**src/rtl/decoder_pipeline_ctrl.sv**
```systemverilog
// decoder_pipeline_ctrl
//   Sequencer and configuration owner for the 3-stage fixed-point decoder
//   (mult -> adder tree -> bias). Owns the weight/bias bank (serial config
//   port), admits input vectors via valid/ready, tracks them through the
//   non-stallable decoder with a valid shift register and buffers results in
//   an output FIFO. Admission is credit-based so a FIFO push never finds the
//   FIFO full.
// Ports
//   clk, reset                      clock (rising edge), async active-high reset
//   in_valid/in_ready/in_z          input vector handshake
//   out_valid/out_ready/out_data    FIFO head handshake
//   cfg_req/cfg_ack/cfg_wr/cfg_addr/cfg_wdata/cfg_done/cfg_err  config port
//   dec_z/dec_w/dec_b               drive the decoder (z registered, w/b bank)
//   dec_out                         decoder result, LATENCY edges after dec_z
module decoder_pipeline_ctrl #(
  parameter int N_INPUT    = 2,
  parameter int M_OUTPUT   = 9,
  parameter int BITSIZE    = 16,
  parameter int LATENCY    = 3,
  parameter int FIFO_DEPTH = 4,
  localparam int NW  = N_INPUT*M_OUTPUT + M_OUTPUT,
  localparam int CAW = $clog2(NW)
) (
  input  logic                                clk,
  input  logic                                reset,
  input  logic                                in_valid,
  output logic                                in_ready,
  input  logic [N_INPUT*BITSIZE-1:0]          in_z,
  output logic                                out_valid,
  input  logic                                out_ready,
  output logic [M_OUTPUT*BITSIZE-1:0]         out_data,
  input  logic                                cfg_req,
  output logic                                cfg_ack,
  input  logic                                cfg_wr,
  input  logic [CAW-1:0]                      cfg_addr,
  input  logic [BITSIZE-1:0]                  cfg_wdata,
  input  logic                                cfg_done,
  output logic                                cfg_err,
  output logic [N_INPUT*BITSIZE-1:0]          dec_z,
  output logic [N_INPUT*M_OUTPUT*BITSIZE-1:0] dec_w,
  output logic [M_OUTPUT*BITSIZE-1:0]         dec_b,
  input  logic [M_OUTPUT*BITSIZE-1:0]         dec_out
);
  localparam int NWW = N_INPUT*M_OUTPUT;
  localparam int FAW = $clog2(FIFO_DEPTH);
  localparam int PBW = $clog2(LATENCY+2);
  localparam int SW  = $clog2(LATENCY+FIFO_DEPTH+2);
  localparam logic [CAW:0] NW_L = (CAW+1)'(NW);

  localparam logic [1:0] S_LOAD  = 2'd0;
  localparam logic [1:0] S_RUN   = 2'd1;
  localparam logic [1:0] S_DRAIN = 2'd2;

  logic [1:0]                    r_state, w_state_nxt;
  logic                          r_cfg_ack, r_cfg_err;
  logic [BITSIZE-1:0]            r_bank [NW];
  logic [N_INPUT*BITSIZE-1:0]    r_dec_z;
  // Bit i set = a vector accepted i edges ago; bit LATENCY means dec_out
  // now holds its result, so it is pushed at the coming edge.
  logic [LATENCY:0]              r_vld_sr;
  logic [M_OUTPUT*BITSIZE-1:0]   r_fifo [FIFO_DEPTH];
  logic [FAW-1:0]                r_wptr, r_rptr;
  logic [FAW:0]                  r_count;
  logic [PBW-1:0]                w_pipe_busy;
  logic [SW-1:0]                 w_credit_used;
  logic                          w_accept, w_push, w_pop, w_addr_ok, w_load_wr;

  always_comb begin
    w_pipe_busy = '0;
    for (int i = 0; i <= LATENCY; i++) w_pipe_busy = w_pipe_busy + PBW'(r_vld_sr[i]);
  end

  // Every vector not yet popped holds a credit, so a push always has room
  // even if out_ready stays low from now on.
  assign w_credit_used = SW'(w_pipe_busy) + SW'(r_count);
  assign in_ready  = (r_state == S_RUN) && (w_credit_used < SW'(FIFO_DEPTH));
  assign w_accept  = in_valid && in_ready;
  assign w_push    = r_vld_sr[LATENCY];
  assign out_valid = (r_count != '0);
  assign w_pop     = out_valid && out_ready;
  assign out_data  = out_valid ? r_fifo[r_rptr] : '0;
  assign w_addr_ok = ({1'b0, cfg_addr} < NW_L);
  assign w_load_wr = (r_state == S_LOAD) && cfg_wr;

  always_comb begin
    w_state_nxt = r_state;
    case (r_state)
      S_LOAD:  if (cfg_done)            w_state_nxt = S_RUN;
      S_RUN:   if (cfg_req)             w_state_nxt = S_DRAIN;
      S_DRAIN: if (w_pipe_busy == '0)   w_state_nxt = S_LOAD;
      default:                          w_state_nxt = S_LOAD;
    endcase
  end

  always_ff @(posedge clk or posedge reset) begin
    if (reset) begin
      r_state   <= S_LOAD;
      r_cfg_ack <= 1'b1;
      r_cfg_err <= 1'b0;
    end else begin
      r_state   <= w_state_nxt;
      r_cfg_ack <= (w_state_nxt == S_LOAD);
      if (r_state != S_LOAD && w_state_nxt == S_LOAD) r_cfg_err <= 1'b0;
      else if (w_load_wr && !w_addr_ok)               r_cfg_err <= 1'b1;
    end
  end

  always_ff @(posedge clk or posedge reset) begin
    if (reset) begin
      for (int k = 0; k < NW; k++) r_bank[k] <= '0;
    end else if (w_load_wr && w_addr_ok) begin
      r_bank[cfg_addr] <= cfg_wdata;
    end
  end

  always_ff @(posedge clk or posedge reset) begin
    if (reset) begin
      r_dec_z  <= '0;
      r_vld_sr <= '0;
      r_wptr   <= '0;
      r_rptr   <= '0;
      r_count  <= '0;
    end else begin
      r_vld_sr <= {r_vld_sr[LATENCY-1:0], w_accept};
      if (w_accept) r_dec_z <= in_z;
      if (w_push)   r_wptr  <= r_wptr + FAW'(1);
      if (w_pop)    r_rptr  <= r_rptr + FAW'(1);
      case ({w_push, w_pop})
        2'b10:   r_count <= r_count + 1'b1;
        2'b01:   r_count <= r_count - 1'b1;
        default: r_count <= r_count;
      endcase
    end
  end

  // Storage only; the occupancy count decides what is visible.
  always_ff @(posedge clk) begin
    if (w_push) r_fifo[r_wptr] <= dec_out;
  end

  for (genvar k = 0; k < NWW; k++) begin : g_w
    assign dec_w[k*BITSIZE +: BITSIZE] = r_bank[k];
  end
  for (genvar j = 0; j < M_OUTPUT; j++) begin : g_b
    assign dec_b[j*BITSIZE +: BITSIZE] = r_bank[NWW+j];
  end

  assign dec_z   = r_dec_z;
  assign cfg_ack = r_cfg_ack;
  assign cfg_err = r_cfg_err;
endmodule

```
**config.mk**
```make
export PLATFORM = sky130hd
export DESIGN_NAME = decoder_pipeline_ctrl
export DESIGN_NICKNAME = d
export VERILOG_FILES = /design/src/rtl/decoder_pipeline_ctrl.sv
export SDC_FILE = /design/constraint.sdc
export NUM_CORES = 1
export LEC_CHECK = 0
export BUFFER_PORTS_ARGS = -buffer_cell sky130_fd_sc_hd__buf_2
export CAP_MARGIN = 20
export CORE_UTILIZATION = 41
export CTS_CLUSTER_DIAMETER = 30
export DETAILED_ROUTE_END_ITERATION = 16
export GPL_TIMING_DRIVEN = 0
export PLACE_DENSITY = 0.72
export SETUP_SLACK_MARGIN = 0.2
export SKIP_LAST_GASP = 1
export SLEW_MARGIN = 20
export SYNTH_ARGS = -nofsm -noshare
export SYNTH_HDL_FRONTEND = slang
export SYNTH_SLANG_ARGS = --single-unit
```
**constraint.sdc**
```tcl
create_clock -name clk -period 18 [get_ports clk]
set_input_delay 2.7 -clock clk [delete_from_list [all_inputs] [get_ports clk]]
set_output_delay 2.7 -clock clk [all_outputs]
set_load 0.1 [all_outputs]
```
==> reports/results.tsv <==
stage	metric	value	unit
route	M1 wire length	41400	um
run	max-cap violation count	0	
sta	Slew headroom	0.329	
floorplanning	io pins	816	
finish	layout cells sized above 1	0.554	
floorplanning	Initial Utilization	0.413	
sta	final setup vio count	0	
global_route	largest net degree at the start of global routing	96	
worst_setup_path	required time of the worst setup path	15.30	ns
logic_synthesis	Avg Cell Area, Syn	19.7	um^2
sta	Fin Clk Skew	0.0664	ns
clock_tree	clock latency on the worst-skew pair	0.77	ns
worst_setup_path	critical path cell sequence	clkbuf_1 > clkbuf_1 > clkbuf_1 > mux4_2 > and2_1 > buf_2	
worst_setup_path	crit path buf inv count	4	
finish	most frequent cells in the layout	buf_2, edfxtp_1, dfrtp_1	
logic_synthesis	Ys Warns	0	
worst_hold_path	class of the tightest hold or removal check	reg -> reg	
worst_setup_path	crit-path max FO	10	
placed_design	port bufs	814	
worst_setup_path	CP peak stage delay	0.62	ns
route	Iteration-0 DRC Markers	1536	
route	met3 wire len	9920	um
clock_tree	postcts setup bufs	0	
floorplanning	die area	0.0986	mm^2
route	Post-Route WL	113000	um
logic_synthesis	synthesized area	0.0399	mm^2
placed_design	post-DP HPWL	76900	um
global_route	grt ovf	0	
route	highest routed layer	met5	
clock_tree	Post-CTS Hold Fix Bufs	0	
logic_synthesis	post-synthesis xor/xnor area fraction	0.00132	
clock_tree	clk slew on worst S/H paths	0.05	ns
clock_tree	CTS tree	built	
sta	Final Max Slew Viols	0	
finish	Final #Nets	3268	
logic_synthesis	multiplexer share of the synthesized area	0.214	
placed_design	setup slack at placement	12.26	ns
finish	Final Non-Filler Cells	4506	
logic_synthesis	sequential share of the synthesized area	0.734	
placed_design	dpl cells	4131	
worst_setup_path	kind of critical path	reg -> out	
logic_synthesis	Post-synth ARST share	0.454	
clock_tree	CTS Sinks	1055	
clock_tree	post_cts resized	0	
worst_setup_path	startpoint types	register	
route	WL/cell	25.0	um
finish	# fillers	7358	
floorplanning	# rows	114	
clock_tree	H-tree depth	4	
logic_synthesis	#FFs+latches synth	1055	
logic_synthesis	Synth Area in Compound Gates	0.000909	
global_route	first-pass GRT wire length	163000	um
sta	Worst-Margin Slew	1.00	ns
worst_setup_path	CP Capture Type	output port	
logic_synthesis	Post-synth EDFFs	576	
logic_synthesis	Synth Instances	2024	
clock_tree	root buf cell	clkbuf_16	
global_route	initial antenna violation count	32	
worst_setup_path	CP Data Arrival Time	3.82	ns
sta	RSZ-0062 raised after global routing	no	
sta	final worst-path cycle share	0.362	
clock_tree	CTS Buf Count	196	
logic_synthesis	Synth Flop Type	edfxtp_1	
worst_setup_path	Slowest-stage cell, CP	clkbuf_1	
route	remaining routing DRC violations	0	
route	DR pass1 iterations	5	
run_status	status	finished clean	
sta	hold slack	0.374	ns
placed_design	RePlAce Congestion	0.823	
logic_synthesis	Post-Synth Adder-Cell Area	0.00382	
sta	min cycle time layout	6.52	ns
global_route	Total GRT Usage	0.226	
logic_synthesis	Syn Nets	2239	
finish	P&R area growth vs syn	32.5	%
worst_setup_path	Worst path most repeated cell	clkbuf_1	
logic_synthesis	main combinational cell family by area after synthesis	multiplexers	
logic_synthesis	post-synthesis simple-gate area fraction	0.0326	
floorplanning	Die X	314	um
clock_tree	clock buffer depth	3	
sta	Max Freq	0.153	GHz
route	antenna-violating nets left	0	
logic_synthesis	number of distinct library cells after synthesis	42	
floorplanning	core footprint	0.0966	mm^2
route	post-DR vias/cell	5.14	
global_route	vias in the first global route	24542	
route	WL met2	56200	um
finish	leading cell type in the layout, fill and taps excluded	buf_2	
floorplanning	chip height	314	um
worst_setup_path	kind of cell adding the most delay to the critical path	buffers and inverters	
route	via count	23147	
sta	final setup margin	11.48	ns
sta	Final Hold Viols	0	
-- worst reg2reg max path, cell delays in order, from the launching register on --
cell      delay, ns
dfrtp_1        0.53
fa_1           0.48
ha_1           0.19
ha_1           0.31
ha_1           0.28
nand3_1        0.08
nand4_1        0.40
clkbuf_1       0.58
mux2_2         0.41
-- state kept, by name (all words and copies together), names as in the netlist --
name / flops
r_vld_sr: 4
dec_w: 288
r_rptr: 2
r_state: 2
dec_b: 144
cfg_ack: 1
r_count: 3
r_wptr: 2
r_fifo: 576
cfg_err: 1
dec_z: 32
-- Yosys cell counts (2+ instances only) --
master | instances | area [um^2]
ha_1 | 9 | 113
mux2_2 | 454 | 5110
nor2b_1 | 4 | 25.0
mux2i_1 | 2 | 20.0
and4_1 | 4 | 35.0
nand4_1 | 2 | 12.5
mux2_4 | 10 | 150
xor2_1 | 4 | 35.0
dfrtp_1 | 478 | 12000
edfxtp_1 | 576 | 17300
nor3_1 | 2 | 10.0
o21ai_0 | 2 | 10.0
xnor2_1 | 2 | 17.5
and2_1 | 149 | 932
nand3_1 | 11 | 55.1
clkbuf_1 | 92 | 345
inv_1 | 9 | 33.8
nor3b_2 | 2 | 25.0
nor2_1 | 7 | 26.3
buf_6 | 3 | 33.8
buf_1 | 19 | 71.3
fa_1 | 2 | 40.0
nand2_1 | 3 | 11.3
mux4_2 | 144 | 3240
nand4b_1 | 7 | 61.3
buf_2 | 11 | 55.1
-- path summary, 6_finish.rpt --
path                                        from                     to  slack (ns)  cells after the start
max                        r_rptr[1]$_DFFE_PP0P_          out_data[107]       11.48                      6
max reg2reg                r_vld_sr[3]$_DFF_PP0_   dec_z[3]$_DFFE_PP0P_       14.61                      8
max in group asynchronous                  reset   dec_b[9]$_DFFE_PP0P_       14.21                      5
min                        r_vld_sr[2]$_DFF_PP0_  r_vld_sr[3]$_DFF_PP0_        0.37                      0
min reg2reg                r_vld_sr[2]$_DFF_PP0_  r_vld_sr[3]$_DFF_PP0_        0.37                      0
min in group asynchronous                  reset   dec_w[6]$_DFFE_PP0P_        1.96                      2
-- logic make-up after synthesis --
| logic type | count (synthesis) |
|---|---|
| multiplexers | 610 |
| XOR/XNOR | 6 |
| buffers and inverters | 135 |
| AND/OR/NAND/NOR | 202 |
| flip-flops | 1055 |
| adder cells (fa/ha/maj) | 11 |
| AO/OA/AOI/OAI | 5 |
-- per-stage QoR --
stage | cell area [um^2] | util | setup TNS (ns)
2_1_floorplan | 39900 | - | 0
3_3_place_gp | 45600 | 0.472 | -1814.60
3_5_place_dp | 46000 | 0.477 | 0
4_1_cts | 52800 | 0.547 | 0
5_1_grt | 52900 | 0.547 | 0
6_report | 52900 | 0.548 | 0
-- final cells by class --
class                   instances  area (um^2)  area share
repair buffers                831         4510      0.0853
well taps                    1276         1600      0.0302
clock buffers                 237         5190      0.0982
inverters                       9         41.3    0.000781
flip-flops and latches       1055        29300       0.554
clock inverters               128         1620      0.0306
diodes                         10         25.0    0.000473
plain buffers                 126          526     0.00994
multi-input cells             834        10100       0.191
-- layer usage --
| metal | GRT usage | vias up |
|---|---|---|
| li1 | - | 9863 |
| met1 | 0.261 | 12013 |
| met2 | 0.372 | 941 |
| met3 | 0.0861 | 290 |
| met4 | 0.106 | 40 |
| met5 | 0 | - |
Power is not shown: default switching activity piles up to over one toggle a cycle in this logic, so the estimate is an artifact.
